File: src/rtl/logic_reduce_pipe_pkg.sv
// macro_pkg: shared constants and elaboration-time helpers for the
// pipelined reduction gate.
//   MODE_AND / MODE_OR / MODE_XOR : reduction operator selectors
//   clog_base(width, base)        : number of tree levels (LAT), minimum 1
//   level_width(width, base, k)   : bit count entering tree level k
//   level_offset(width, base, k)  : position of level k in a flattened chain
//   identity(mode)                : pad bit that leaves the reduction unchanged
package macro_pkg;

    localparam int unsigned MODE_AND = 0;
    localparam int unsigned MODE_OR  = 1;
    localparam int unsigned MODE_XOR = 2;

    function automatic int unsigned clog_base(input int unsigned width,
                                              input int unsigned base);
        int unsigned n;
        int unsigned lat;
        n   = width;
        lat = 0;
        for (int unsigned i = 0; i < 64; i++) begin
            if (n > 1) begin
                n   = (n + base - 1) / base;
                lat = lat + 1;
            end
        end
        if (lat == 0) begin
            lat = 1;
        end
        return lat;
    endfunction

    function automatic int unsigned level_width(input int unsigned width,
                                                input int unsigned base,
                                                input int unsigned level);
        int unsigned n;
        n = width;
        for (int unsigned i = 0; i < level; i++) begin
            n = (n + base - 1) / base;
        end
        return n;
    endfunction

    function automatic int unsigned level_offset(input int unsigned width,
                                                 input int unsigned base,
                                                 input int unsigned level);
        int unsigned off;
        off = 0;
        for (int unsigned j = 0; j < level; j++) begin
            off = off + level_width(width, base, j);
        end
        return off;
    endfunction

    function automatic logic identity(input int unsigned mode);
        return (mode == MODE_AND) ? 1'b1 : 1'b0;
    endfunction

endpackage

File: src/rtl/logic_reduce_pipe_if.sv
// logic_reduce_pipe_if: sample/result bundle for logic_reduce_pipe.
//   CE : clock enable (0 freezes the whole pipeline)
//   VI : input sample valid
//   A  : WIDTH-bit input vector, A[0] is the legacy A0 pin
//   Z0 : registered reduced result
//   VO : registered result valid
// master drives CE/VI/A and observes Z0/VO; slave is the gate itself.
interface logic_reduce_pipe_if #(
    parameter int unsigned WIDTH = 7
);
    logic             CE;
    logic             VI;
    logic [WIDTH-1:0] A;
    logic             Z0;
    logic             VO;

    modport master (output CE, VI, A, input Z0, VO);
    modport slave  (input CE, VI, A, output Z0, VO);
endinterface

File: src/rtl/logic_reduce_pipe_reduce_stage.sv
// reduce_stage: one registered level of the reduction tree.
//   clk       : rising-edge clock
//   rst       : synchronous active-high clear (wins over ce)
//   ce        : clock enable, 0 holds data and valid
//   valid_in  : valid bit travelling with data_in
//   data_in   : IN_W bits from the previous level (or the input vector)
//   valid_out : registered valid
//   data_out  : ceil(IN_W/FANIN) registered chunk reductions
// FINAL_INV inverts the reduced bits ahead of the register.
module reduce_stage
    import macro_pkg::*;
#(
    parameter int unsigned IN_W      = 7,
    parameter int unsigned FANIN     = 4,
    parameter int unsigned MODE      = MODE_AND,
    parameter bit          FINAL_INV = 1'b0
) (
    input  logic                             clk,
    input  logic                             rst,
    input  logic                             ce,
    input  logic                             valid_in,
    input  logic [IN_W-1:0]                  data_in,
    output logic                             valid_out,
    output logic [(IN_W+FANIN-1)/FANIN-1:0]  data_out
);

    localparam int unsigned OUT_W  = (IN_W + FANIN - 1) / FANIN;
    localparam int unsigned PAD_W  = OUT_W * FANIN;
    localparam logic        ID_BIT = identity(MODE);

    logic [PAD_W-1:0] padded;
    logic [FANIN-1:0] chunk;
    logic [OUT_W-1:0] reduced;
    logic [OUT_W-1:0] data_next;

    always_comb begin
        padded  = {PAD_W{ID_BIT}};
        chunk   = '0;
        reduced = '0;
        // Short top chunk is filled with the operator's identity bit.
        padded[IN_W-1:0] = data_in;
        for (int unsigned o = 0; o < OUT_W; o++) begin
            chunk = padded[o*FANIN +: FANIN];
            if (MODE == MODE_AND) begin
                reduced[o] = &chunk;
            end else if (MODE == MODE_OR) begin
                reduced[o] = |chunk;
            end else begin
                reduced[o] = ^chunk;
            end
        end
        data_next = reduced ^ {OUT_W{FINAL_INV}};
    end

    always_ff @(posedge clk) begin
        if (rst) begin
            valid_out <= 1'b0;
            data_out  <= '0;
        end else if (ce) begin
            valid_out <= valid_in;
            data_out  <= data_next;
        end
    end

endmodule

File: src/rtl/logic_reduce_pipe.sv
// logic_reduce_pipe: pipelined WIDTH-input AND/OR/XOR gate built from a tree
// of FANIN-input gates, one register per level (LAT = clog_base levels).
//   CK  : rising-edge clock
//   CD  : synchronous active-high reset, priority over CE
//   bus : slave side of logic_reduce_pipe_if (CE, VI, A in; Z0, VO out)
// INVERT=1 gives NAND/NOR/XNOR, applied ahead of the final register.
module logic_reduce_pipe
    import macro_pkg::*;
#(
    parameter int unsigned WIDTH  = 7,
    parameter int unsigned FANIN  = 4,
    parameter int unsigned MODE   = MODE_AND,
    parameter int unsigned INVERT = 0
) (
    input logic                 CK,
    input logic                 CD,
    logic_reduce_pipe_if.slave  bus
);

    localparam int unsigned LAT     = clog_base(WIDTH, FANIN);
    localparam int unsigned CHAIN_W = level_offset(WIDTH, FANIN, LAT + 1);

    if (MODE > MODE_XOR) begin : g_bad_mode
        $error("logic_reduce_pipe: MODE must be 0 (AND), 1 (OR) or 2 (XOR)");
    end
    if (WIDTH < 2 || WIDTH > 64) begin : g_bad_width
        $error("logic_reduce_pipe: WIDTH must be in 2..64");
    end
    if (FANIN < 2 || FANIN > 8) begin : g_bad_fanin
        $error("logic_reduce_pipe: FANIN must be in 2..8");
    end

    // All level vectors are packed back to back: level 0 is the input
    // vector, the last bit is the final registered result.
    logic [CHAIN_W-1:0] chain;
    logic [LAT:0]       vchain;

    assign chain[WIDTH-1:0] = bus.A;
    assign vchain[0]        = bus.VI;

    for (genvar k = 0; k < LAT; k++) begin : g_level
        localparam int unsigned IN_OFF  = level_offset(WIDTH, FANIN, k);
        localparam int unsigned IN_W    = level_width(WIDTH, FANIN, k);
        localparam int unsigned OUT_OFF = level_offset(WIDTH, FANIN, k + 1);
        localparam int unsigned OUT_W   = level_width(WIDTH, FANIN, k + 1);

        reduce_stage #(
            .IN_W      (IN_W),
            .FANIN     (FANIN),
            .MODE      (MODE),
            .FINAL_INV ((k == LAT - 1) && (INVERT != 0))
        ) u_stage (
            .clk       (CK),
            .rst       (CD),
            .ce        (bus.CE),
            .valid_in  (vchain[k]),
            .data_in   (chain[IN_OFF +: IN_W]),
            .valid_out (vchain[k+1]),
            .data_out  (chain[OUT_OFF +: OUT_W])
        );
    end

    assign bus.Z0 = chain[CHAIN_W-1];
    assign bus.VO = vchain[LAT];

endmodule

File: src/flat_wrapper.sv
// flat-port wrapper written by rule: the top's interface ports become plain ports
module logic_reduce_pipe_flat import macro_pkg::*;
#(
    parameter int unsigned WIDTH  = 7,
    parameter int unsigned FANIN  = 4,
    parameter int unsigned MODE   = MODE_AND,
    parameter int unsigned INVERT = 0
)
  (CK, CD, bus_CE, bus_VI, bus_A, bus_Z0, bus_VO);
  logic_reduce_pipe_if #(.WIDTH(WIDTH)) bus_i ();
  input logic CK;
  input logic CD;
  input wire logic [$bits(bus_i.CE)-1:0] bus_CE;
  input wire logic [$bits(bus_i.VI)-1:0] bus_VI;
  input wire logic [$bits(bus_i.A)-1:0] bus_A;
  output wire logic [$bits(bus_i.Z0)-1:0] bus_Z0;
  output wire logic [$bits(bus_i.VO)-1:0] bus_VO;
  assign bus_i.CE = bus_CE;
  assign bus_i.VI = bus_VI;
  assign bus_i.A = bus_A;
  assign bus_Z0 = bus_i.Z0;
  assign bus_VO = bus_i.VO;
  logic_reduce_pipe #(.WIDTH(WIDTH), .FANIN(FANIN), .MODE(MODE), .INVERT(INVERT)) u_core (.CK(CK), .CD(CD), .bus(bus_i));
endmodule
File: config.mk
export PLATFORM = sky130hd
export DESIGN_NAME = logic_reduce_pipe_flat
export DESIGN_NICKNAME = d
export VERILOG_FILES = /design/src/rtl/logic_reduce_pipe_pkg.sv /design/src/rtl/logic_reduce_pipe_if.sv /design/src/rtl/logic_reduce_pipe_reduce_stage.sv /design/src/rtl/logic_reduce_pipe.sv /design/src/flat_wrapper.sv
export SDC_FILE = /design/constraint.sdc
export NUM_CORES = 1
export LEC_CHECK = 0
export CORE_AREA = 3 3 40 42
export DETAILED_ROUTE_END_ITERATION = 16
export DIE_AREA = 0 0 43 45
export GPL_ROUTABILITY_DRIVEN = 0
export MAX_ROUTING_LAYER = met4
export SETUP_SLACK_MARGIN = 0.15
export SLEW_MARGIN = 20
export SYNTH_ARGS = -nofsm -noshare
export SYNTH_HDL_FRONTEND = slang
export SYNTH_SLANG_ARGS = --single-unit
File: constraint.sdc
create_clock -name CK -period 2.1 [get_ports CK]
set_clock_uncertainty 0.1 [all_clocks]
set_input_delay 0.63 -clock CK [delete_from_list [all_inputs] [get_ports CK]]
set_output_delay 0.63 -clock CK [all_outputs]
set_load 0.01 [all_outputs]
==> run_results.csv <==
group,metric,value,unit
outcome,status,"finished, final reports clean",
clock_network,postCtsResizedCells,0,
timing,finalCriticalPeriod,1830,ps
finish,final_common_cell,"clkdlybuf4s50_1",
setup_path,cp.buffers_inverters,1,
pwr,p_leak,0.127,nW
global_route,grt-ovfl-total,0,
die,pin_count,13,
run,maxCapViolations,0,
finish,fin_cells,50,
setup_path,crit_type,"register to primary output",
finish,synthToLayoutAreaGrowth,83.7,%
placed_design,dp_hpwl,345,um
placed_design,io_buffers,12,
route,wirelength,419,um
timing,tns,0,ps
route,drt_pre_antenna_iters,1,
timing,whs,370,ps
placed_design,place_area,325,um2
pwr,swShare,18.9,%
pwr,p_switching,44.4,uW
yosys,synthDistinctLibCells,9,
die,start_util,14.9,%
global_route,grt_max_degree,9,
clock_network,clk_pin_slew,40,ps
finish,fin_util,27.4,%
route,drt_first_iter_violations,0,
pwr,p_int,191,uW
timing,hold_viol_final,0,
setup_path,slowest_delay,540,ps
yosys,syn_area_per_cell,9.57,um2
timing,setup_violations,0,
setup_path,worstPathArrival,1100,ps
clock_network,postCtsHoldBufs,0,
yosys,yosysWarnings,0,
timing,maxSlewHeadroom,81.9,%
pwr,power.share.combinational,12.4,%
route,antenna_left,0,
setup_path,path_cells,"clkdlybuf4s50_1",
yosys,synth_area,191,um2
route,viasPerCell,3.78,
min_path,hold_depth,2,
clock_network,cts_made_buffers,3,
min_path,hold_path_startpoint,"u_core.g_level[0].u_stage.data_out[1]",
route,drc_errors,0,
clock_network,cts_tree,"done",
timing,slew_violations,0,
yosys,synth_nets,31,
finish,drive_above_1_share,8.57,%
setup_path,cp_top_family,"buffers and inverters",
pwr,seqPwrFrac,42.2,%
setup_path,timing.rr.end,"u_core.g_level[1].u_stage.data_out",
setup_path,cpMaxStageDelayCell,"clkdlybuf4s50_1",
pwr,powerDensity,669,mW/mm2
clock_network,cts_max_level,1,
finish,seq_area,100,um2
die,fp.dieW,43,um
die,dieArea,0.00194,mm2
placed_design,dp.cells,46,
setup_path,cp.required,1370,ps
clock_network,post_cts.repair.setup_buffers,0,
timing,max_freq,545,MHz
route,wl_per_cell,8.38,um
global_route,grt_usage,5.33,%
die,fp.dieH,45,um
min_path,worstHoldEndpoint,"u_core.g_level[0].u_stage.data_out[1]",
pwr,p_clk_share,45.4,%
global_route,grt_pass1_wl,690,um
global_route,antenna_found_initial,0,
setup_path,rr_worst_depth,2,
timing,rsz0062_at_grt,"no",
min_path,hold_path.class,"register to register",
yosys,syn_inst,20,
clock_network,clockRootBuffer,"clkbuf_4",
pwr,irDropWorstVdd,226,uV
finish,final_area,352,um2
timing,tightest_slew,270,ps
clock_network,clkSinkCount,5,
die,core,0.00128,mm2
setup_path,worstPathMaxFanout,2,
route,vias,189,
die,row_count,13,
yosys,synth.yosys.seq_area_share,52.3,%
setup_path,start_kind,"register",
setup_path,worst_setup_path_end_kind,"primary output",
setup_path,r2r_setup_slack,1390,ps
yosys,synth-seq-cells,5,
global_route,first_global_vias,175,
finish,n_fill_cell,155,
finish,final_nets,47,
clock_network,clk_latency,230,ps
timing,fin_crit_sh,87.4,%
finish,final_cell_mix,"clkdlybuf4s50_1, dfxtp_1, nand2b_1, clkbuf_4",
setup_path,rr_startpoint,"u_core.g_level[0].u_stage.data_out[0]",
finish,diodes,0,
clock_network,cts.path.max_buffers,2,
finish,multi_input_area,86.3,um2
worst max-delay path by stage:
| stage | slack (ps) | cells after the start | endpoint | startpoint |
|---|---|---|---|---|
| 2_1_floorplan | 890 | 3 | u_core.g_level[0].u_stage.valid_out | bus_CE |
| 3_3_place_gp | 350 | 3 | u_core.g_level[0].u_stage.valid_out | bus_CE |
| 3_5_place_dp | 340 | 3 | u_core.g_level[0].u_stage.valid_out | bus_CE |
| 4_1_cts | 260 | 1 | bus_VO | u_core.g_level[1].u_stage.valid_out |
| 5_1_grt | 230 | 1 | bus_VO | u_core.g_level[1].u_stage.valid_out |
| 6_report | 270 | 1 | bus_VO | u_core.g_level[1].u_stage.valid_out |
power by group through the flow:
stage	Clock (mW)	Combinational [mW]	Sequential [mW]
4_1_cts	0.111	0.0297	0.0991
6_report	0.107	0.0292	0.0991
3_3_place_gp	0	0.0293	0.101
5_1_grt	0.120	0.0318	0.0992
2_1_floorplan	0	0.00776	0.101
3_5_place_dp	0	0.0295	0.101
sequential cells by signal (all words and copies together), names as in the netlist:
signal,count
u_core.g_level.u_stage.data_out,3
u_core.g_level.u_stage.valid_out,2
synthesized netlist by cell type:
cell type | number | area (um2)
dfxtp_1 | 5 | 100
nand2b_1 | 4 | 25.0
a21oi_1 | 2 | 10.0
mux2i_1 | 2 | 20.0
nand4_1 | 2 | 12.5
nor2_1 | 2 | 7.51
buf_2 | 1 | 5.00
nand3_1 | 1 | 5.00
o22ai_1 | 1 | 6.26
area by class of cell:
| type | instances | share of cell area, % |
|---|---|---|
| Sequential cell | 5 | 28.5 |
| Clock buffer | 4 | 7.47 |
| Timing Repair Buffer | 12 | 34.2 |
| Tap cell | 15 | 5.34 |
| Multi-Input combinational cell | 14 | 24.6 |
worst min-delay path: stages, from the launching register on:
cell	delay [ps]
dfxtp_1	300
nand2b_1	60
a21oi_1	50
metal layers:
layer	wire length (um)	part of all wire, %	global-route usage (%)
met1	202	48	7.02
met2	163	39	5.39
met3	53	13	3.59
met4	0	0	3.61
met5	0	0	-
metrics by stage:
step / power [mW] / setup slack [ps]
floorplan: 0.109 / 891
global placement: 0.130 / 351
detailed placement: 0.130 / 337
CTS: 0.240 / 259
global route: 0.251 / 232
finish: 0.235 / 265
logic make-up after synthesis:
group                  share of synthesized area, %
buffers and inverters                          2.61
multiplexers                                   10.5
AO/OA/AOI/OAI                                  8.50
flip-flops                                     52.3
AND/OR/NAND/NOR                                26.1
(Power assumes the default switching activity.)
